==> src/rtl/hazard_scoreboard.sv <==
// Hazard controller for a 5-stage RV32 pipeline: forwarding, load-use, multi-cycle E tracking.
// Optional saturating perf counters are built when HAZARD_PERF_CNT_EN is defined.
module hazard_scoreboard #(
    parameter int REG_AW = 5,
    parameter int MC_LAT = 4,
    parameter int CNT_W  = 32
) (
    input  logic              clk,
    input  logic              rst,
    input  logic [REG_AW-1:0] rs1D,
    input  logic [REG_AW-1:0] rs2D,
    input  logic              use1D,
    input  logic              use2D,
    input  logic [REG_AW-1:0] rs1E,
    input  logic [REG_AW-1:0] rs2E,
    input  logic [REG_AW-1:0] rdE,
    input  logic              validE,
    input  logic              regwriteE,
    input  logic              is_loadE,
    input  logic              is_mcE,
    input  logic              pc_redirectE,
    input  logic [REG_AW-1:0] rdM,
    input  logic [REG_AW-1:0] rdW,
    input  logic              regwriteM,
    input  logic              regwriteW,
    input  logic              perf_clr,
    output logic [1:0]        ForwardAE,
    output logic [1:0]        ForwardBE,
    output logic              StallF,
    output logic              StallD,
    output logic              StallE,
    output logic              FlushD,
    output logic              FlushE,
    output logic              FlushM,
    output logic              mc_start,
    output logic              mc_done,
    output logic [CNT_W-1:0]  ld_stall_cnt,
    output logic [CNT_W-1:0]  mc_stall_cnt,
    output logic [CNT_W-1:0]  redirect_cnt
);

    typedef enum logic {
        S_IDLE = 1'b0,
        S_BUSY = 1'b1
    } mc_state_t;

    localparam logic [7:0] MC_LAST = 8'(MC_LAT - 1);

    mc_state_t  r_state;
    mc_state_t  w_state_nxt;
    logic [7:0] r_cnt;
    logic [7:0] w_cnt_nxt;
    logic       w_mc_start_raw;
    logic       w_mc_done_raw;
    logic       w_mcstall_raw;
    logic       w_ldhaz;
    logic       w_mcstall;
    logic       w_ld_stall;
    logic       w_redirect;

    always_ff @(posedge clk) begin
        // NOTE: state registers use non-blocking assignments so every flop samples pre-edge values.
        if (rst) begin
            r_state <= S_IDLE;
            r_cnt   <= 8'd0;
        end else begin
            r_state <= w_state_nxt;
            r_cnt   <= w_cnt_nxt;
        end
    end

    always_comb begin
        // NOTE: every signal gets a default first so no branch can leave it unassigned and infer a latch.
        w_state_nxt    = r_state;
        w_cnt_nxt      = r_cnt;
        w_mc_start_raw = 1'b0;
        w_mc_done_raw  = 1'b0;
        w_mcstall_raw  = 1'b0;
        case (r_state)
            S_IDLE: begin
                if (validE && is_mcE) begin
                    w_mc_start_raw = 1'b1;
                    w_mcstall_raw  = 1'b1;
                    w_state_nxt    = S_BUSY;
                    w_cnt_nxt      = 8'd1;
                end
            end
            S_BUSY: begin
                if (r_cnt < MC_LAST) begin
                    w_mcstall_raw = 1'b1;
                    w_cnt_nxt     = r_cnt + 8'd1;
                end else begin
                    w_mc_done_raw = 1'b1;
                    w_state_nxt   = S_IDLE;
                    w_cnt_nxt     = 8'd0;
                end
            end
            default: begin
                w_state_nxt = S_IDLE;
                w_cnt_nxt   = 8'd0;
            end
        endcase
        // A redirect squashes whatever E holds, including an in-flight multi-cycle op.
        if (pc_redirectE) begin
            w_state_nxt = S_IDLE;
            w_cnt_nxt   = 8'd0;
        end
    end

    always_comb begin
        w_ldhaz = validE && is_loadE && regwriteE && (rdE != '0) &&
                  ((use1D && (rs1D == rdE)) || (use2D && (rs2D == rdE)));
        w_redirect = !rst && pc_redirectE;
        w_mcstall  = !rst && !pc_redirectE && w_mcstall_raw;
        w_ld_stall = !rst && !pc_redirectE && !w_mcstall_raw && w_ldhaz;
    end

    always_comb begin
        ForwardAE = 2'b00;
        ForwardBE = 2'b00;
        if (!rst) begin
            if (rs1E != '0) begin
                if (regwriteM && (rdM == rs1E))      ForwardAE = 2'b01;
                else if (regwriteW && (rdW == rs1E)) ForwardAE = 2'b10;
            end
            if (rs2E != '0) begin
                if (regwriteM && (rdM == rs2E))      ForwardBE = 2'b01;
                else if (regwriteW && (rdW == rs2E)) ForwardBE = 2'b10;
            end
        end
    end

    assign StallF   = w_mcstall || w_ld_stall;
    assign StallD   = w_mcstall || w_ld_stall;
    assign StallE   = w_mcstall;
    assign FlushD   = rst || w_redirect;
    assign FlushE   = rst || w_redirect || w_ld_stall;
    assign FlushM   = rst || w_mcstall;
    assign mc_start = !rst && !pc_redirectE && w_mc_start_raw;
    assign mc_done  = !rst && !pc_redirectE && w_mc_done_raw;

`ifdef HAZARD_PERF_CNT_EN
    logic [CNT_W-1:0] r_ld_cnt;
    logic [CNT_W-1:0] r_mc_cnt;
    logic [CNT_W-1:0] r_rd_cnt;

    // Counters stick at all-ones; a clear in the same cycle discards the increment.
    always_ff @(posedge clk) begin
        if (rst || perf_clr) begin
            r_ld_cnt <= '0;
            r_mc_cnt <= '0;
            r_rd_cnt <= '0;
        end else begin
            if (w_ld_stall && (r_ld_cnt != '1)) r_ld_cnt <= r_ld_cnt + 1'b1;
            if (w_mcstall  && (r_mc_cnt != '1)) r_mc_cnt <= r_mc_cnt + 1'b1;
            if (w_redirect && (r_rd_cnt != '1)) r_rd_cnt <= r_rd_cnt + 1'b1;
        end
    end

    assign ld_stall_cnt = r_ld_cnt;
    assign mc_stall_cnt = r_mc_cnt;
    assign redirect_cnt = r_rd_cnt;
`else
    logic w_perf_clr_unused;
    assign w_perf_clr_unused = perf_clr;
    assign ld_stall_cnt      = '0;
    assign mc_stall_cnt      = '0;
    assign redirect_cnt      = '0;
`endif

endmodule

==> config.mk <==
export PLATFORM = sky130hd
export DESIGN_NAME = hazard_scoreboard
export DESIGN_NICKNAME = d
export VERILOG_FILES = /design/src/rtl/hazard_scoreboard.sv
export SDC_FILE = /design/constraint.sdc
export NUM_CORES = 1
export LEC_CHECK = 0
export ABC_AREA = 1
export CELL_PAD_IN_SITES_DETAIL_PLACEMENT = 2
export CELL_PAD_IN_SITES_GLOBAL_PLACEMENT = 2
export CORE_MARGIN = 2
export CORE_UTILIZATION = 15
export DETAILED_ROUTE_END_ITERATION = 12
export MAX_ROUTING_LAYER = met4
export PLACE_DENSITY = 0.91
export SLEW_MARGIN = 20
export SYNTH_ARGS = -nofsm -noshare
export SYNTH_HDL_FRONTEND = slang
export SYNTH_SLANG_ARGS = --single-unit
==> constraint.sdc <==
create_clock -name clk -period 3.3 [get_ports clk]
set_clock_uncertainty 0.2 [all_clocks]
set_input_delay 0.33 -clock clk [delete_from_list [all_inputs] [get_ports clk]]
set_output_delay 0.33 -clock clk [all_outputs]
set_load 0.1 [all_outputs]
Word level (Yosys, flattened, before mapping) --
Index checks and enable logic that the tools add are counted. Widths: inputs -> output; s select.
Storage, ports and cells: register bits after elaboration 9, latch bits 0, bits in writable memories 0, bits in read-only memories 0, output and inout bits 108, memories 0
Cells by class: add/subtract/negate cells 1, multiply operators 0, div/mod/pow operators 0, magnitude comparators 1, equality and inequality tests 7, shifts and indexed selects 0, mux-type cells 17, bitwise gates (word level) 1, reduce and logical (&&, ||, !) cells 30
Operators with widths (number):
- $eq 5x5->1 | 6
- $logic_and 1x1->1 | 18
- $mux 2 | 8
- $mux 8 | 2
- $pmux 8 s2 | 1
- $reduce_bool 5->1 | 3
- $add 8x1->8 const B | 1
- $lt 8x2->1 const B | 1
- $logic_or 1x1->1 | 5
- $mux 1 | 5
- $logic_not 1->1 | 3
- $ne 2x2->1 const B | 1
- $pmux 1 s2 | 1
- $reduce_or 2->1 | 1
- $not 1->1 | 1

Depth between registers and ports, before layout --
depth in word-level cells 7, mapped depth 9, mapped depth without buffers 8

Worst setup path after synthesis --
Ideal clock, no wire load.
path type input to output, start point in rs2E[2], end point out ForwardBE[0], arrival time 2.653 ns, required time 2.770 ns, slack 0.117 ns, stages on the path 5, buffers on the path 0, cells stage by stage inv_1 nor2_1 nor2_1 nand4_1 nor3_1
Between the ends: word-level cells in the longest chain between the ends 5
Ends and longest elaborated chain:
- start: declaration | RTL line 15 | input logic [REG_AW-1:0] rs2E,
- $eq 5x5->1 | RTL line 127 | if (regwriteM && (rdM == rs2E)) ForwardBE = 2'b01;
- $logic_and 1x1->1 | RTL line 127
- $mux 2 | RTL line 127
- $mux 2 * | RTL line 126 | if (rs2E != '0) begin
- $mux 2 * | RTL line 121 | if (!rst) begin
- end: declaration | RTL line 28 | output logic [1:0] ForwardBE,
Every way passes the cells marked *; elsewhere a longest branch is shown, timed or not.

Final worst setup path --
start point in rst, end point out StallD
Between the ends: word-level cells in the longest chain between the ends 5
Ends and longest elaborated chain:
- start: declaration | RTL line 9 | input logic rst,
- $logic_not 1->1 * | RTL line 114, 115
- $logic_and 1x1->1 * | RTL line 114, 115
- $logic_and 1x1->1 (2 in a row) | RTL line 115 | w_ld_stall = !rst && !pc_redirectE && !w_mcstall_raw && w_ldhaz;
- $logic_or 1x1->1 * | RTL line 134 | assign StallD = w_mcstall || w_ld_stall;
- end: declaration | RTL line 30 | output logic StallD,
Marks and branches as above.

==> flow_summary.yaml <==
layout:
  post_route_cells_drive_above_1_share_pct: 9.75
  nNetsFinal: 408
  syn_to_final_growth_pct: 25.8
  layout.cells.most_common: "sky130_fd_sc_hd__conb_1"
  layout_common_cells: "sky130_fd_sc_hd__conb_1 (96), sky130_fd_sc_hd__nand2_1 (66), sky130_fd_sc_hd__clkdlybuf4s50_1 (45), sky130_fd_sc_hd__nor2_1 (36), sky130_fd_sc_hd__inv_1 (35)"
  num_antenna_cells: 0
run_status:
  outcome: "finished, violations left"
  violations_in_the_final_reports: "DRC"
sta:
  finalMaxSlewViolations: 0
  grt_setup_unrepaired: "no"
  final_critical_period_ns: 2.58
  period_utilization_post_route_pct: 78.1
  hold_violations: 0
  fin_tns_setup_ns: 0
  max_freq_ghz: 0.388
  setup-violations-final: 0
  timing.hold.ws_ns: 0.254
die:
  die_area_um2: 12800
  std_cell_rows: 39
  fp.dieW_um: 113
  dieHeight_um: 113
  initial_core_util_pct: 15.5
  top_level_ports: 155
  coreArea_um2: 11500
global_route:
  number_of_antenna_violations_at_the_first_check_in_global_routing: 0
  grt_pass1_vias: 1793
  wire_length_of_the_first_global_routing_pass_um: 8480
  grt_max_degree: 13
  track_usage_pct: 8.27
  grt_overflow_total: 0
critical_path:
  critPathMostFrequentCell: "sky130_fd_sc_hd__nand2_1"
  path_class: "input port to output pin"
  worst_setup_end_kind: "output pin"
  cp_cell_sequence: "clkdlybuf4s50_1 > inv_2 > nand2_1 > nor2_1 > nand3_1 > nor2_1 > nand2_1 > nand2_1 > buf_12"
  worstPathArrival_ns: 2.05
  timing.critical_path.from_type: "input port"
  reg2reg_depth: 5
  timing.critical_path.required_ns: 2.77
  slowest_stage: "sky130_fd_sc_hd__clkdlybuf4s50_1"
  cpPeakStageDelay_ns: 0.48
  critical_path_peak_fanout: 12
routing:
  detail_route.vias_per_cell: 3.33
  num_vias: 1672
  detail-route-antenna-nets: 0
  drt-wirelength-per-cell_um: 10.9
  detail_route.first_pass.iterations: 8
  detailedRoute.firstIterationViolations: 41
  drc: 5
  drt_wl_total_um: 5470
power:
  ir_worst_vdd_uv: 130
  static-leakage-power_nw: 1.22
  power_density_nw_per_um2: 441
clocking:
  numCtsBuffers: 3
  worstSkewPairLatency_ns: 0.23
  tritoncts: "built"
  cts_hold_buf: 0
  max-clock-path-buffers: 2
  clock_tree.root_cell: "sky130_fd_sc_hd__clkbuf_16"
  clkSinkCount: 9
  cts_repair_resizes: 0
  clk_transition_reported_paths_ns: 0.04
  htreeDepth: 1
  postCtsSetupRepairBufs: 0
place:
  port_buffers: 57
  post_dp_hpwl_um: 4960
  globalplace.congestion: 0.856
synth:
  postSynthAreaPerCell_um2: 5.92
  synth_area_um2: 1780
  ys_async_sr_fraction_pct: 0
  synth-seq-cells: 9
  postSynth.topFlopCell: "sky130_fd_sc_hd__dfxtp_1"
  yosysTopAreaCell: "sky130_fd_sc_hd__buf_4"
  synth_top_area_share_pct: 40.8
  synth.lib_cells_used.distinct: 25
  synth_area_leaders: "sky130_fd_sc_hd__buf_4 (41%), sky130_fd_sc_hd__nand2_1 (14%), sky130_fd_sc_hd__dfxtp_1 (10%)"
  synth-seq-area-share_pct: 10.1
  synth_edf_count: 0
  synth-warning-count: 0
  post_syn_instances: 301
worst_hold_path:
  whs_path_depth: 2
  hold_path.class: "flip-flop to flip-flop"
flow_run:
  maxCapViolations: 0
[path summary, 6_finish.rpt]
path	slack (ns)	start	to
worst max-delay path	0.72	rst	StallD
worst min-delay path	0.25	r_cnt[7]	r_cnt[7]
worst max register to register	1.91	r_cnt[0]	r_cnt[1]
worst min register to register	0.25	r_cnt[7]	r_cnt[7]
[state kept, by name, summed over array words and instances (netlist names)]
register / count
r_state: 1
r_cnt: 8
[synthesized netlist by cell type, drive strengths merged, types with 2 or more instances]
| cell type | n |
|---|---|
| o21ai | 5 |
| o22ai | 4 |
| o211ai | 2 |
| nand4 | 5 |
| inv | 44 |
| dfxtp | 9 |
| xnor2 | 2 |
| nor2 | 37 |
| a21oi | 4 |
| nand3 | 11 |
| nor3 | 8 |
| buf | 98 |
| nand2 | 68 |
[power by group]
| part | internal, W | switching [W] |
|---|---|---|
| clock | 0.000161 | 0.0000499 |
| sequential | 0.000110 | 0.00000103 |
| combinational | 0.0000828 | 0.000583 |
| total | 0.000354 | 0.000633 |
[cells by family after synthesis]
family          after synthesis  synth area share, %
simple gates                131                 32.2
fa+ha+maj                     1                0.702
flops                         9                 10.1
buf+inv                     142                 50.4
compound gates               15                 5.40
xor+xnor                      2                0.983
other cells                   1                0.210
[layout make-up]
class / instances / area (µm²)
clock buffers: 4 / 78.8
fillers: 1466 / 9270
inverters: 44 / 165
multi-input cells: 245 / 1060
flip-flops and latches: 9 / 180
well taps: 143 / 179
repair buffers: 57 / 578
[critical path: cells and delay by family]
family	cells	cell delay [ns]
buffers and inverters	3	0.80
AND/OR/NAND/NOR	6	0.93
[per-stage QoR]
stage               cell area [µm²]  total power, W  setup slack, ns  util (%)  cells
global route                   2240         0.00102            0.487      19.5    502
global placement               2160        0.000769            0.743      18.8    498
finish                         2240        0.000988            0.723      19.5    502
CTS                            2240        0.000992            0.664      19.5    502
detailed placement             2160        0.000776            0.685      18.8    498
floorplan                      2140        0.000768            0.117         -    396
[layer usage]
| metal | up-vias | global-route usage [%] | wire (µm) |
|---|---|---|---|
| li1 | 835 | - | - |
| met1 | 769 | 9.41 | 2130 |
| met2 | 64 | 16.0 | 3040 |
| met3 | 4 | 0.696 | 268 |
| met4 | 0 | 1.22 | 32 |
| met5 | - | - | 0 |
No activity file was read; power rests on OpenSTA's default activity.
